**src/rtl/riscv_pkg.sv**
```systemverilog
// Shared RISC-V front-end definitions: the fetch state encoding and the
// instruction word that stops fetching.
package riscv_pkg;

    typedef enum logic {
        RUN  = 1'b0,
        HALT = 1'b1
    } fetch_state_t;

    localparam logic [31:0] EBREAK_INSN = 32'h0010_0073;

endpackage

```
**src/rtl/fetch_unit.sv**
```systemverilog
// Single-stage instruction fetch: one registered fetch slot in front of
// decode, with redirect flush and an EBREAK halt.
module fetch_unit
    import riscv_pkg::*;
#(
    parameter int             N        = 32,
    parameter int             A        = 10,
    parameter logic [N-1:0]   RESET_PC = '0
) (
    input  logic             clk,
    input  logic             rst,
    output logic [A-1:0]     imem_addr,
    input  logic [N-1:0]     imem_data,
    input  logic             redirect_valid,
    input  logic [N-1:0]     redirect_pc,
    output logic             out_valid,
    input  logic             out_ready,
    output logic [N-1:0]     out_instr,
    output logic [N-1:0]     out_pc,
    output logic             halted,
    output logic [N-1:0]     fetch_count
);

    fetch_state_t state;
    logic [N-1:0] pc_q;
    logic         fetch_fire;
    logic [N-1:0] redirect_target;
    logic         is_ebreak;

    // Memory returns the word combinationally; its address wraps with the low PC bits.
    assign imem_addr       = pc_q[A-1:0];
    assign fetch_fire      = (state == RUN) && !redirect_valid && (!out_valid || out_ready);
    assign redirect_target = redirect_pc & ~N'(3);
    assign is_ebreak       = (imem_data == N'(EBREAK_INSN));

    always_ff @(posedge clk) begin
        if (rst) begin
            state       <= RUN;
            halted      <= 1'b0;
            pc_q        <= RESET_PC;
            out_valid   <= 1'b0;
            out_instr   <= '0;
            out_pc      <= '0;
            fetch_count <= '0;
        end else if (redirect_valid) begin
            // Redirect flushes the slot even if decode is accepting it this cycle.
            state     <= RUN;
            halted    <= 1'b0;
            pc_q      <= redirect_target;
            out_valid <= 1'b0;
        end else if (fetch_fire) begin
            out_instr   <= imem_data;
            out_pc      <= pc_q;
            out_valid   <= 1'b1;
            pc_q        <= pc_q + N'(4);
            fetch_count <= fetch_count + N'(1);
            if (is_ebreak) begin
                state  <= HALT;
                halted <= 1'b1;
            end
        end else if (out_valid && out_ready) begin
            out_valid <= 1'b0;
        end
    end

endmodule
```
**config.mk**
```make
export PLATFORM = sky130hd
export DESIGN_NAME = fetch_unit
export DESIGN_NICKNAME = d
export VERILOG_FILES = /design/src/rtl/riscv_pkg.sv /design/src/rtl/fetch_unit.sv
export SDC_FILE = /design/constraint.sdc
export NUM_CORES = 1
export LEC_CHECK = 0
export BUFFER_PORTS_ARGS = -buffer_cell sky130_fd_sc_hd__buf_2
export CAP_MARGIN = 5
export CORE_MARGIN = 2
export CORE_UTILIZATION = 35
export CTS_BUF_LIST = sky130_fd_sc_hd__clkbuf_4
export DETAILED_ROUTE_END_ITERATION = 10
export GPL_TIMING_DRIVEN = 0
export PLACE_DENSITY_LB_ADDON = 0.15
export SYNTH_ARGS = -nofsm -noshare
export SYNTH_HDL_FRONTEND = slang
export SYNTH_SLANG_ARGS = --single-unit
```
**constraint.sdc**
```tcl
create_clock -name clk -period 1.8 [get_ports clk]
set_input_delay 0.45 -clock clk [delete_from_list [all_inputs] [get_ports clk]]
set_output_delay 0.45 -clock clk [all_outputs]
set_load 0.1 [all_outputs]
```
# Word level (Yosys, flattened, before mapping)
# Index checks and enable logic that the tools add are counted.
op_classes:
  n_reduce_logical: 11
  eq_ne: 1
  add_sub_neg: 2
  bitwise_logic: 2
  n_mux: 4
op_table:
  columns: ["operator", "count"]
  rows:
  - ["$mux W32", 2]
  - ["$add A32 B1 Y32 const B", 1]
  - ["$add A32 B3 Y32 const B", 1]
  - ["$eq A32 B21 Y1 const B", 1]
  - ["$reduce_and A2 Y1", 2]
  - ["$reduce_bool A2 Y1", 2]
  - ["$logic_and A1 B1 Y1", 3]
  - ["$logic_not A1 Y1", 2]
  - ["$mux W1", 2]
  - ["$not A1 Y1", 2]
  - ["$reduce_or A2 Y1", 1]
  - ["$logic_or A1 B1 Y1", 1]
totals:
  inputBits: 68
  output_inout_bits: 108
  elab_cells: 27
  ff_bits: 130

# Logic depth before layout (Yosys ltp)
# Gate-level depths: netlist of run 1.
logic_depth:
  word_depth: 5
  ltp_mapped: 7
  ltp_nobuf: 5

# Worst setup path after synthesis of run 1
# No wires, ideal clock.
synth_path:
  kind: "register to register"
  from: "register fetch_count[4]"
  to: "register fetch_count[25]"
  n_path_buf: 1
  setup_ps: 121
  period_less_slack_ps: 2521
  arrival_ps: 2401
  setup_slack_ps: -721
  stages_incl_launch_ff: 6
  path_cell_list: "dfxtp_1 > and4_1 > nand4_1 > clkbuf_1 > nor4_1 > mux2_2"
synth_via:
  elab_chain_cells: 1
synth_lines:
  columns: ["item", "line", "text"]
  rows:
  - ["start: declaration", "fetch_unit.sv:21", "output logic [N-1:0] fetch_count"]
  - ["start signal: assignment", "fetch_unit.sv:56", "fetch_count <= fetch_count + N'(1);"]
  - ["$add A32 B1 Y32", "fetch_unit.sv:56", null]
# No other way between the ends.
# A chain may end at the register's enable or synchronous reset.

# Worst setup path in the final report of run 1
layout_path:
  from: "register pc_q[22]"
  to: "register pc_q[27]"
layout_via:
  elab_chain_cells: 3
layout_lines:
  columns: ["item", "line", "text"]
  rows:
  - ["start: declaration", "fetch_unit.sv:25", "logic [N-1:0] pc_q;"]
  - ["start signal: assignment", "fetch_unit.sv:49", "pc_q <= redirect_target;"]
  - ["start signal: assignment", "fetch_unit.sv:55", "pc_q <= pc_q + N'(4);"]
  - ["$add A32 B3 Y32", "fetch_unit.sv:55", null]
  - ["$mux W32", "fetch_unit.sv:51", "end else if (fetch_fire) begin"]
  - ["$mux W32", "fetch_unit.sv:45", "end else if (redirect_valid) begin"]
# No other way between the ends. The select of a mux whose other input is x is not followed.

==> metrics.txt, run 1 <==
synthesized instance count 740; WP depth 5; Max Slew Vio Count 0; Final #Nets 1044; Root Driver clkbuf_4; EDFF count, synth 0; startpoint class of the critical path flip-flop; Final WS setup -0.0544 ns; mean area per synthesized cell 7.96 µm²; clk sinks 126; port buffer count 168; initial antenna violation count 0; Top Metal Used met4; final WL 20.4 mm; DR iter-0 viols 373; crit path to pc_q[27]; relative slew slack 54.2%; R2R setup slack -0.05 ns; maxcap violations 0; Initial Utilization 35.7%; Clock Skews 0.0271 ns; Die H 134 µm; DR WL met2 9.66 mm; vias in the first global route 5812; hold path depth 3; CP Cell Sequence buf_6, nand4_1, or3_4, or4_4, a311oi_2; worst r2r path cells 5; WL met1 9.02 mm; final cell count without fillers 1207; Met3 Wirelength 1.24 mm; post-synth top area cell dfxtp_1; Fin Setup TNS -0.109 ns; Crit Reg-Reg Startpoint pc_q[22]; gr usage total 21.9%; Reg clk slew, reported paths 0.14 ns; Final ANT Viol Nets 0; Syn Std Cell Area 0.00589 mm²; WP data required 2.29 ns; clock buffers created by TritonCTS 17; Min-Delay Path Class in2reg; first-pass GRT wire length 30.9 mm; Critical Path Fanout Max 5; delay-heaviest family, CP simple AND/OR/NAND/NOR gates; dominant synthesized flop cell dfxtp_1; Synth Register Bits 126; VDD IR max 429 µV; Seq/Total Area, Yosys 42.8%; post-synth cell types 60; share of async-settable or async-resettable flops after synthesis 0%; CTS tree built; Synth area leaders dfxtp_1, nand2_1, a21oi_1, nor2_1, nor4_1; Slew @ Worst Pin 0.686 ns; final period demand of the worst path 1.85 ns; Worst Setup Path Type reg2reg; max incr delay on CP 0.48 ns; Worst EP arrival 2.35 ns; Final setup viols 6; htree depth 4; Die Area 0.0179 mm²; crit path launch pc_q[22]; RSZ-0062 raised after global routing true; buffers and inverters on the worst path 1; dpl hpwl 14.4 mm; Remaining DRCs 0; dpl cells 1131; PwrDens 753 mW/mm²; routed vias/inst 5.31; Area Growth Syn to Fin 47.6%; Reg-to-Reg End pc_q[27]; status complete, but fails checks; Syn. warnings 0; die width 134 µm; Placeable Area 0.0165 mm²; total number of vias 6415; crit end category flip-flop; DR WL/cell 16.9 µm; fillers 1639; pre-CTS setup slack -0.678 ns; Layout Utilization 52.6%; FP Rows 47; RePlAce Congestion 0.857; hold path startpoint imem_data[23]; diode count 0; IO Pins 176; 1st-pass router iterations 5; clk buf depth 2; grt ovf 0; fmax 539 MHz; share of cells above drive strength 1 41.7%; top cell type's share of synthesized area 42.8%; CP max-delay cell or4_4; Fin. Hold Viols 0; failing checks negative setup slack; fin crit share 103%; largest net degree at the start of global routing 17; worst skew pair latency 0.59 ns; Leak 0.00349 µW
-- state kept, by name (all words and copies together), names as in the netlist --
register     flops
fetch_count     32
out_instr       32
out_pc          30
out_valid        1
pc_q            30
state            1
-- per-layer routing --
| layer | track usage (%) | vias up |
|---|---|---|
| li1 | - | 3127 |
| met1 | 28.4 | 3048 |
| met5 | 0 | - |
| met2 | 35.2 | 200 |
| met3 | 5.37 | 40 |
| met4 | 8.22 | 0 |
-- how the worst min path moves through the flow --
stage,to,slack (ns)
detailed placement,out_instr[17],0.45
finish,out_instr[23],0.08
floorplan,out_pc[31],0.45
global placement,out_instr[19],0.44
CTS,out_instr[23],0.06
global route,out_instr[23],0.04
-- synth_stat cells (4+ instances only) --
cell type,n
a211oi_1,6
a21oi_1,80
a311oi_1,11
a31oi_1,5
and2_1,6
and3_1,4
and4_1,10
buf_1,7
buf_2,6
buf_4,13
clkbuf_1,33
dfxtp_1,126
inv_1,11
mux2_2,11
nand2_1,158
nand2b_1,4
nand3_1,19
nand4_1,17
nor2_1,44
nor2b_1,15
nor3_1,7
nor4_1,26
o211ai_1,4
o21a_1,4
o21ai_0,17
o31ai_1,12
or3_1,13
or4_1,15
xnor2_1,6
xor2_1,4
-- through the flow --
step           area, µm²  hold slack, ns  total power (µW)
6_report            8700          0.0826              6550
5_1_grt             8700          0.0405              6810
4_1_cts             8220          0.0642              6530
3_5_place_dp        7260           0.446              4370
3_3_place_gp        7260           0.440              4360
2_1_floorplan       6140           0.446              4040
-- cell families (layout without fill, tap and decap cells) --
kind of cell / Yosys count / after routing / synth area share [%]
multiplexers: 11 / 11 / 2.10
AND/OR/NAND/NOR: 356 / 356 / 30.3
XOR/XNOR: 10 / 10 / 1.49
AO/OA/AOI/OAI: 161 / 161 / 17.1
buffers and inverters: 73 / 317 / 5.75
other: 1 / 4 / 0.0636
adder cells (fa/ha/maj): 2 / 2 / 0.425
flip-flops: 126 / 126 / 42.8
-- cell type report --
cell class,instances,area (µm²),area share (%)
plain buffers,60,433,4.98
clock buffers,17,128,1.47
clock inverters,15,163,1.87
inverters,12,45.0,0.518
multi-input cells,544,3450,39.7
flip-flops and latches,126,2680,30.8
well taps,220,275,3.16
repair buffers,213,1530,17.5
-- power by group --
group / switching (µW) / internal [µW]
clock: 1220 / 845
sequential: 127 / 2870
combinational: 1070 / 408
-- repair_timing --
action                     in CTS  in global routing
cloned                          1                  0
pin swaps                      13                 22
buffers inserted               18                 26
setup endpoints to repair     204                 95
gates resized for setup       188                 70
hold buffers                    0                  0
-- worst register-to-register path: stages, from the launching register on --
cell and delay [ns]:
dfxtp_2 0.34, buf_6 0.10, nand4_1 0.19, or3_4 0.42, or4_4 0.48, a311oi_2 0.25
-- cell usage in the layout, fill, tap and decap left out, drive strengths merged, types with 16 or more instances in the layout --
cell type / instances
buf: 241
nand2: 158
dfxtp: 126
a21oi: 80
clkbuf: 49
nor2: 45
nor4: 26
nand3: 20
nand4: 19
o21ai: 17
inv: 16
or3: 16
No activity file was read; power rests on OpenSTA's default activity.
==> run 2: changes to the inputs <==
==> constraint.sdc (replaced) <==
create_clock -name clk -period 1.8 [get_ports clk]
set_input_delay 0.45 -clock clk [delete_from_list [all_inputs] [get_ports clk]]
set_output_delay 0.45 -clock clk [all_outputs]
set_load 0.005 [all_outputs]
==> run 2 against run 1 <==
Net effect: the run still ends with negative setup slack left; highest routed layer is now met5; largest cell class unchanged; setup slack better by 0.023 ns; flip-flop and latch count unchanged; design area shrank 5.8%.
==> metrics.txt, run 2 (synthesis gave the netlist of run 1 again) <==
status complete, but fails checks; failing checks negative setup slack; Flop pwr share 49.5% (+3.7 points); Met3 Wirelength 1.30 mm (+5.0%); FP Rows 47 (unchanged); commonest non-fill, non-tap cell in the layout buf_2; CTS tree built; Leak 0.00334 µW (-4.1%); buffers and inverters on the worst path 0 (-1); final period demand of the worst path 1.83 ns (-0.0229 ns); Worst EP arrival 2.27 ns (-0.08 ns); R2R setup slack -0.03 ns (+0.02 ns); share of cells above drive strength 1 38.4% (-3.4 points); clk buf depth 2 (unchanged); WL met1 9.23 mm (+2.3%); RePlAce Congestion 0.829 (-3.3%); CP Cell Sequence and4_4, nand4_1, or4_1, a311oi_2; Comb power frac 12.2% (-10 points); relative slew slack 49.5% (-4.7 points); fmax 546 MHz (+1.3%); Die Area 0.0179 mm² (unchanged); IO Pins 176 (unchanged); DR WL met2 9.34 mm (-3.3%); Final WS setup -0.0315 ns (+0.0229 ns); PwrDens 746 mW/mm² (-0.96%); Min-Delay Path Class in2reg; CTS Hold Bufs 0 (unchanged); DR iter-0 viols 421 (+13%); CP max-delay cell or4_1; maxcap violations 0 (unchanged); DR WL/cell 16.8 µm (-0.26%); first-pass GRT wire length 30.9 mm (-0.11%); worst r2r path cells 4 (-1); Clock Skews 0.0116 ns (-0.0155 ns); clk sinks 126 (unchanged); Worst Setup Path Type reg2reg; Fin. Hold Viols 0 (unchanged); pre-CTS setup slack -0.797 ns (-0.119 ns); sw frac 26.5% (-10 points); initial antenna violation count 2 (+2); Die H 134 µm (unchanged); startpoint class of the critical path flip-flop; Crit Reg-Reg Startpoint pc_q[4]; Reg clk slew, reported paths 0.11 ns (-0.03 ns); die width 134 µm (unchanged); 1st-pass router iterations 5 (unchanged); Critical Path Fanout Max 5 (unchanged); switching pwr 1620 µW (-33%); WP depth 4 (-1); total number of vias 6328 (-1.4%); Final ANT Viol Nets 0 (unchanged); max incr delay on CP 0.56 ns (+0.08 ns); Root Driver clkbuf_4; fillers 1666 (+1.6%); Top Metal Used met5; Placeable Area 0.0165 mm² (unchanged); WP data required 2.24 ns (-0.05 ns); hold path depth 3 (unchanged); Initial Utilization 35.7% (unchanged); crit path launch pc_q[4]; crit path to pc_q[21]; Remaining DRCs 0 (unchanged); delay-heaviest family, CP simple AND/OR/NAND/NOR gates; Layout Utilization 49.6% (-3.1 points); gr usage total 22.0% (+0.16 points); htree depth 4 (unchanged); VDD IR max 419 µV (-2.3%); design area 0.00819 mm² (-5.8%); Clock Power Share 38.3% (+6.7 points); area taken by multi-input logic gates 0.00337 mm² (-2.4%); vias in the first global route 5704 (-1.9%); grt ovf 0 (unchanged); Area Growth Syn to Fin 39.0%; Max Slew Vio Count 0 (unchanged); Largest regs fetch_count x32, out_instr x32; RSZ-0062 raised after global routing true; worst skew pair latency 0.53 ns (-0.06 ns); Reg area 0.00261 mm² (-2.6%); Pint 4490 µW (+8.8%); port buffer count 168 (unchanged); routed vias/inst 5.26 (-1.1%); Reg-to-Reg End pc_q[21]; clock buffers created by TritonCTS 17 (unchanged); Final setup viols 2 (-4); Slew @ Worst Pin 0.757 ns (+0.0707 ns); crit end category flip-flop; dpl hpwl 14.3 mm (-0.52%); largest net degree at the start of global routing 17 (unchanged); post-placement cell area 0.00705 mm² (-2.8%); fin crit share 102% (-1.3 points); Final #Nets 1040 (-0.38%); final WL 20.3 mm (-0.51%); most frequent cells in the layout buf_2, nand2_1, dfxtp_1
==> run 2: through the flow <==
step                      TNS (ns)  power, µW  hold WS (ns)  instances
after floorplan            -0.0295       3410         0.446        743
after global placement      -60.28       3740         0.440       1131
after detailed placement    -60.53       3740         0.444       1131
after CTS                  -0.0312       6120         0.107       1179
after global routing        -0.359       6390         0.102       1204
final                      -0.0403       6110         0.148       1204
==> run 2: cell type report <==
type	count	area share (%)
buffer	57	4.55
inverter	12	0.550
antenna	1	0.0305
tap	220	3.36
sequential	126	31.8
multi-input combinational	544	41.1
timing repair buffer	212	14.4
clock buffer	19	1.74
clock inverter	13	2.38
==> run 2: tightest hold or removal path: cells and delay by family <==
kind,cells,cell delay [ns]
AO/OA/AOI/OAI,1,0.05
buffers and inverters,1,0.10
AND/OR/NAND/NOR,1,0.05
==> run 2: metal layers <==
layer / up-vias / track usage, %
met5: - / 0
met4: 2 / 8.33
met3: 31 / 5.37
met2: 216 / 33.8
met1: 2961 / 30.0
li1: 3118 / -
==> run 2: repair_timing <==
item / 4_1_cts / 5_1_grt
setup endpoints to repair: 103 / 51
gates resized for setup: 92 / 62
buffers inserted: 18 / 26
pin swaps: 9 / 20
==> run 2: power by group through the flow <==
stage	Sequential, µW	Clock (µW)	Combinational, µW
5_1_grt	3040	2530	821
3_3_place_gp	3080	0	658
2_1_floorplan	3060	0	354
4_1_cts	3030	2400	693
6_report	3030	2340	744
3_5_place_dp	3080	0	661
==> run 2: how the worst min path moves through the flow <==
stage / startpoint / end
after CTS: imem_data[6] / out_instr[6]
after detailed placement: out_instr[18] / out_instr[18]
after floorplan: pc_q[31] / out_pc[31]
after global routing: imem_data[6] / out_instr[6]
after global placement: out_instr[2] / out_instr[2]
final: imem_data[15] / out_instr[15]
==> run 3: changes to the inputs <==
--- a/config.mk
+++ b/config.mk
@@ -12,7 +12,6 @@
 export CTS_BUF_LIST = sky130_fd_sc_hd__clkbuf_4
 export DETAILED_ROUTE_END_ITERATION = 10
 export GPL_TIMING_DRIVEN = 0
-export PLACE_DENSITY_LB_ADDON = 0.15
 export SYNTH_ARGS = -nofsm -noshare
 export SYNTH_HDL_FRONTEND = slang
 export SYNTH_SLANG_ARGS = --single-unit
==> constraint.sdc (replaced) <==
create_clock -name clk -period 1.8 [get_ports clk]
set_input_delay 0.18 -clock clk [delete_from_list [all_inputs] [get_ports clk]]
set_output_delay 0.18 -clock clk [all_outputs]
set_load 0.005 [all_outputs]
==> run 3 against run 2 <==
Net effect: the flow still finishes with violations (negative setup slack); design area increased by 7.6%; setup slack improved by 0.017 ns; power increased by 2.0%; clock skew increased by 0.0056 ns; sequential power about the same; flip-flop and latch count unchanged; global-route usage increased by 0.056 points; critical path type unchanged.
==> metrics.txt, run 3 (synthesis gave the netlist of run 1 again) <==
gr usage total 22.1% (+0.056 points); share of cells above drive strength 1 36.2% (-2.1 points); final period demand of the worst path 1.81 ns (-0.0169 ns); CP max-delay cell dfxtp_4; worst skew pair latency 0.54 ns (about the same); buffers and inverters on the worst path 1 (+1); Reg-to-Reg End fetch_count[31]; Placeable Area 0.0165 mm² (unchanged); crit end category flip-flop; Remaining DRCs 0 (unchanged); fmax 551 MHz (+0.93%); R2R setup slack -0.01 ns (+0.02 ns); largest net degree at the start of global routing 17 (unchanged); CTS tree built; Worst Setup Path Type reg2reg; Area Growth Syn to Fin 49.6%; Slew @ Worst Pin 0.712 ns (-0.0456 ns); Largest regs fetch_count x32, out_instr x32; first-pass GRT wire length 31.3 mm (+1.3%); die width 134 µm (unchanged); port buffer count 168 (unchanged); max incr delay on CP 0.39 ns (-0.17 ns); vias in the first global route 6011 (+5.4%); FP Rows 47 (unchanged); most frequent cells in the layout buf_2, nand2_1, dfxtp_1; Min-Delay Path Class in2reg; Die Area 0.0179 mm² (unchanged); WP data required 2.24 ns (about the same); RePlAce Congestion 0.891 (+7.5%); total number of vias 6530 (+3.2%); CP Cell Sequence and4_1, nand4_1, buf_8, nor4_4, mux2_4; Die H 134 µm (unchanged); Layout Utilization 53.4% (+3.8 points); pre-CTS setup slack -0.517 ns (+0.280 ns); Clock Skews 0.0172 ns (+0.00564 ns); met1 Track Usage GR 29.4% (-0.52 points); final cell count without fillers 1259 (+4.6%); routed vias/inst 5.19 (-1.3%); DR iter-0 viols 357 (-15%); Final setup viols 2 (unchanged); RSZ-0062 raised after global routing true; 1st-pass router iterations 5 (unchanged); PwrDens 707 mW/mm² (-5.2%); Final ANT Viol Nets 0 (unchanged); Critical Path Fanout Max 8 (+3); maxcap violations 0 (unchanged); hold path depth 4 (+1); GRT Max-Usage Layer met2; status complete, but fails checks; DR WL/cell 16.1 µm (-4.4%); Leak 0.00362 µW (+8.4%); startpoint class of the critical path flip-flop; dpl hpwl 13.7 mm (-4.1%); Initial Utilization 35.7% (unchanged); delay-heaviest family, CP simple AND/OR/NAND/NOR gates; Fin. Hold Viols 0 (unchanged); worst r2r path cells 5 (+1); crit path launch fetch_count[11]; relative slew slack 52.6% (+3.0 points); Worst EP arrival 2.25 ns (-0.02 ns); failing checks negative setup slack; htree depth 4 (unchanged); Reg clk slew, reported paths 0.12 ns (about the same); Max Slew Vio Count 0 (unchanged); Hold EP pc_q[26]; initial antenna violation count 1 (-1); Root Driver clkbuf_4; dpl cells 1131 (unchanged); met3 Usage GRT 6.05% (+0.68 points); met2 usage 35.1% (+1.3 points); Crit Reg-Reg Startpoint fetch_count[11]; clock buffers created by TritonCTS 17 (unchanged); final WL 20.3 mm (about the same); commonest non-fill, non-tap cell in the layout buf_2; clk sinks 126 (unchanged); fin crit share 101% (-0.94 points); grt ovf 0 (unchanged); IO Pins 176 (unchanged); clk buf depth 2 (unchanged); hold path startpoint redirect_pc[26]; Final WS setup -0.0146 ns (+0.0169 ns); VDD IR max 356 µV (-15%); Final #Nets 1095 (+5.3%)
[run 3: changes by cell type in the layout (fill, tap and decap cells not counted), moves of 3 or more]
cell	delta
dlygate4sd3_1	+59
nor4_2	-3
buf_4	-5
clkbuf_2	-3
nor4_4	+3
[run 3: how the worst max path moves through the flow]
stage,cells past startpoint,to,slack (ns)
final,5,fetch_count[31],-0.01
after global routing,5,fetch_count[31],-0.07
after CTS,4,pc_q[31],0.0007
after detailed placement,8,out_pc[16],-0.52
after global placement,8,out_pc[16],-0.53
after floorplan,4,pc_q[31],0.01
[run 3: through the flow]
stage,total power (µW),hold WS [ns],TNS (ns),instance area [µm²]
floorplan,3410,0.316,0,5910
global placement,3730,0.437,-37.30,7030
detailed placement,3730,0.442,-36.39,7030
CTS,6280,0.0134,0,8400
global route,6520,0.0339,-0.674,8820
finish,6230,0.0834,-0.0251,8820
[run 3: layout make-up]
cell class                 count  area [µm²]
fill                        1567        7710
multi-input combinational    545        3440
sequential                   126        2600
timing repair buffer         266        1740
buffer                        57         369
tap                          220         275
clock inverter                15         220
clock buffer                  17         128
inverter                      12        45.0
antenna                        1        2.50
[run 3: where the power goes]
part | switching [µW] | internal, µW
clock | 1150 | 1230
combinational | 427 | 406
sequential | 118 | 2900
total | 1690 | 4540
[run 3: tightest hold or removal path, cell delays in order]
cell      delay, ns
buf_2          0.09
and2_1         0.13
a31oi_1        0.04
o211ai_1       0.15
[run 3: layer usage]
layer  routed length (µm)  part of all wire [%]  up-vias
li1                     -                     -     3233
met1                 9390                    46     3070
met2                 9370                    46      207
met3                 1240                   6.1       20
met4                  267                   1.3        0
met5                    0                     0        -
[run 3: what timing repair did]
action | CTS | global route
hold buffers | 59 | 0
resized for setup | 85 | 80
pin swaps | 8 | 18
gates cloned | 0 | 1
endpoints found under the hold margin | 59 | 0
buffers inserted | 22 | 17
endpoints found under the setup margin | 102 | 91
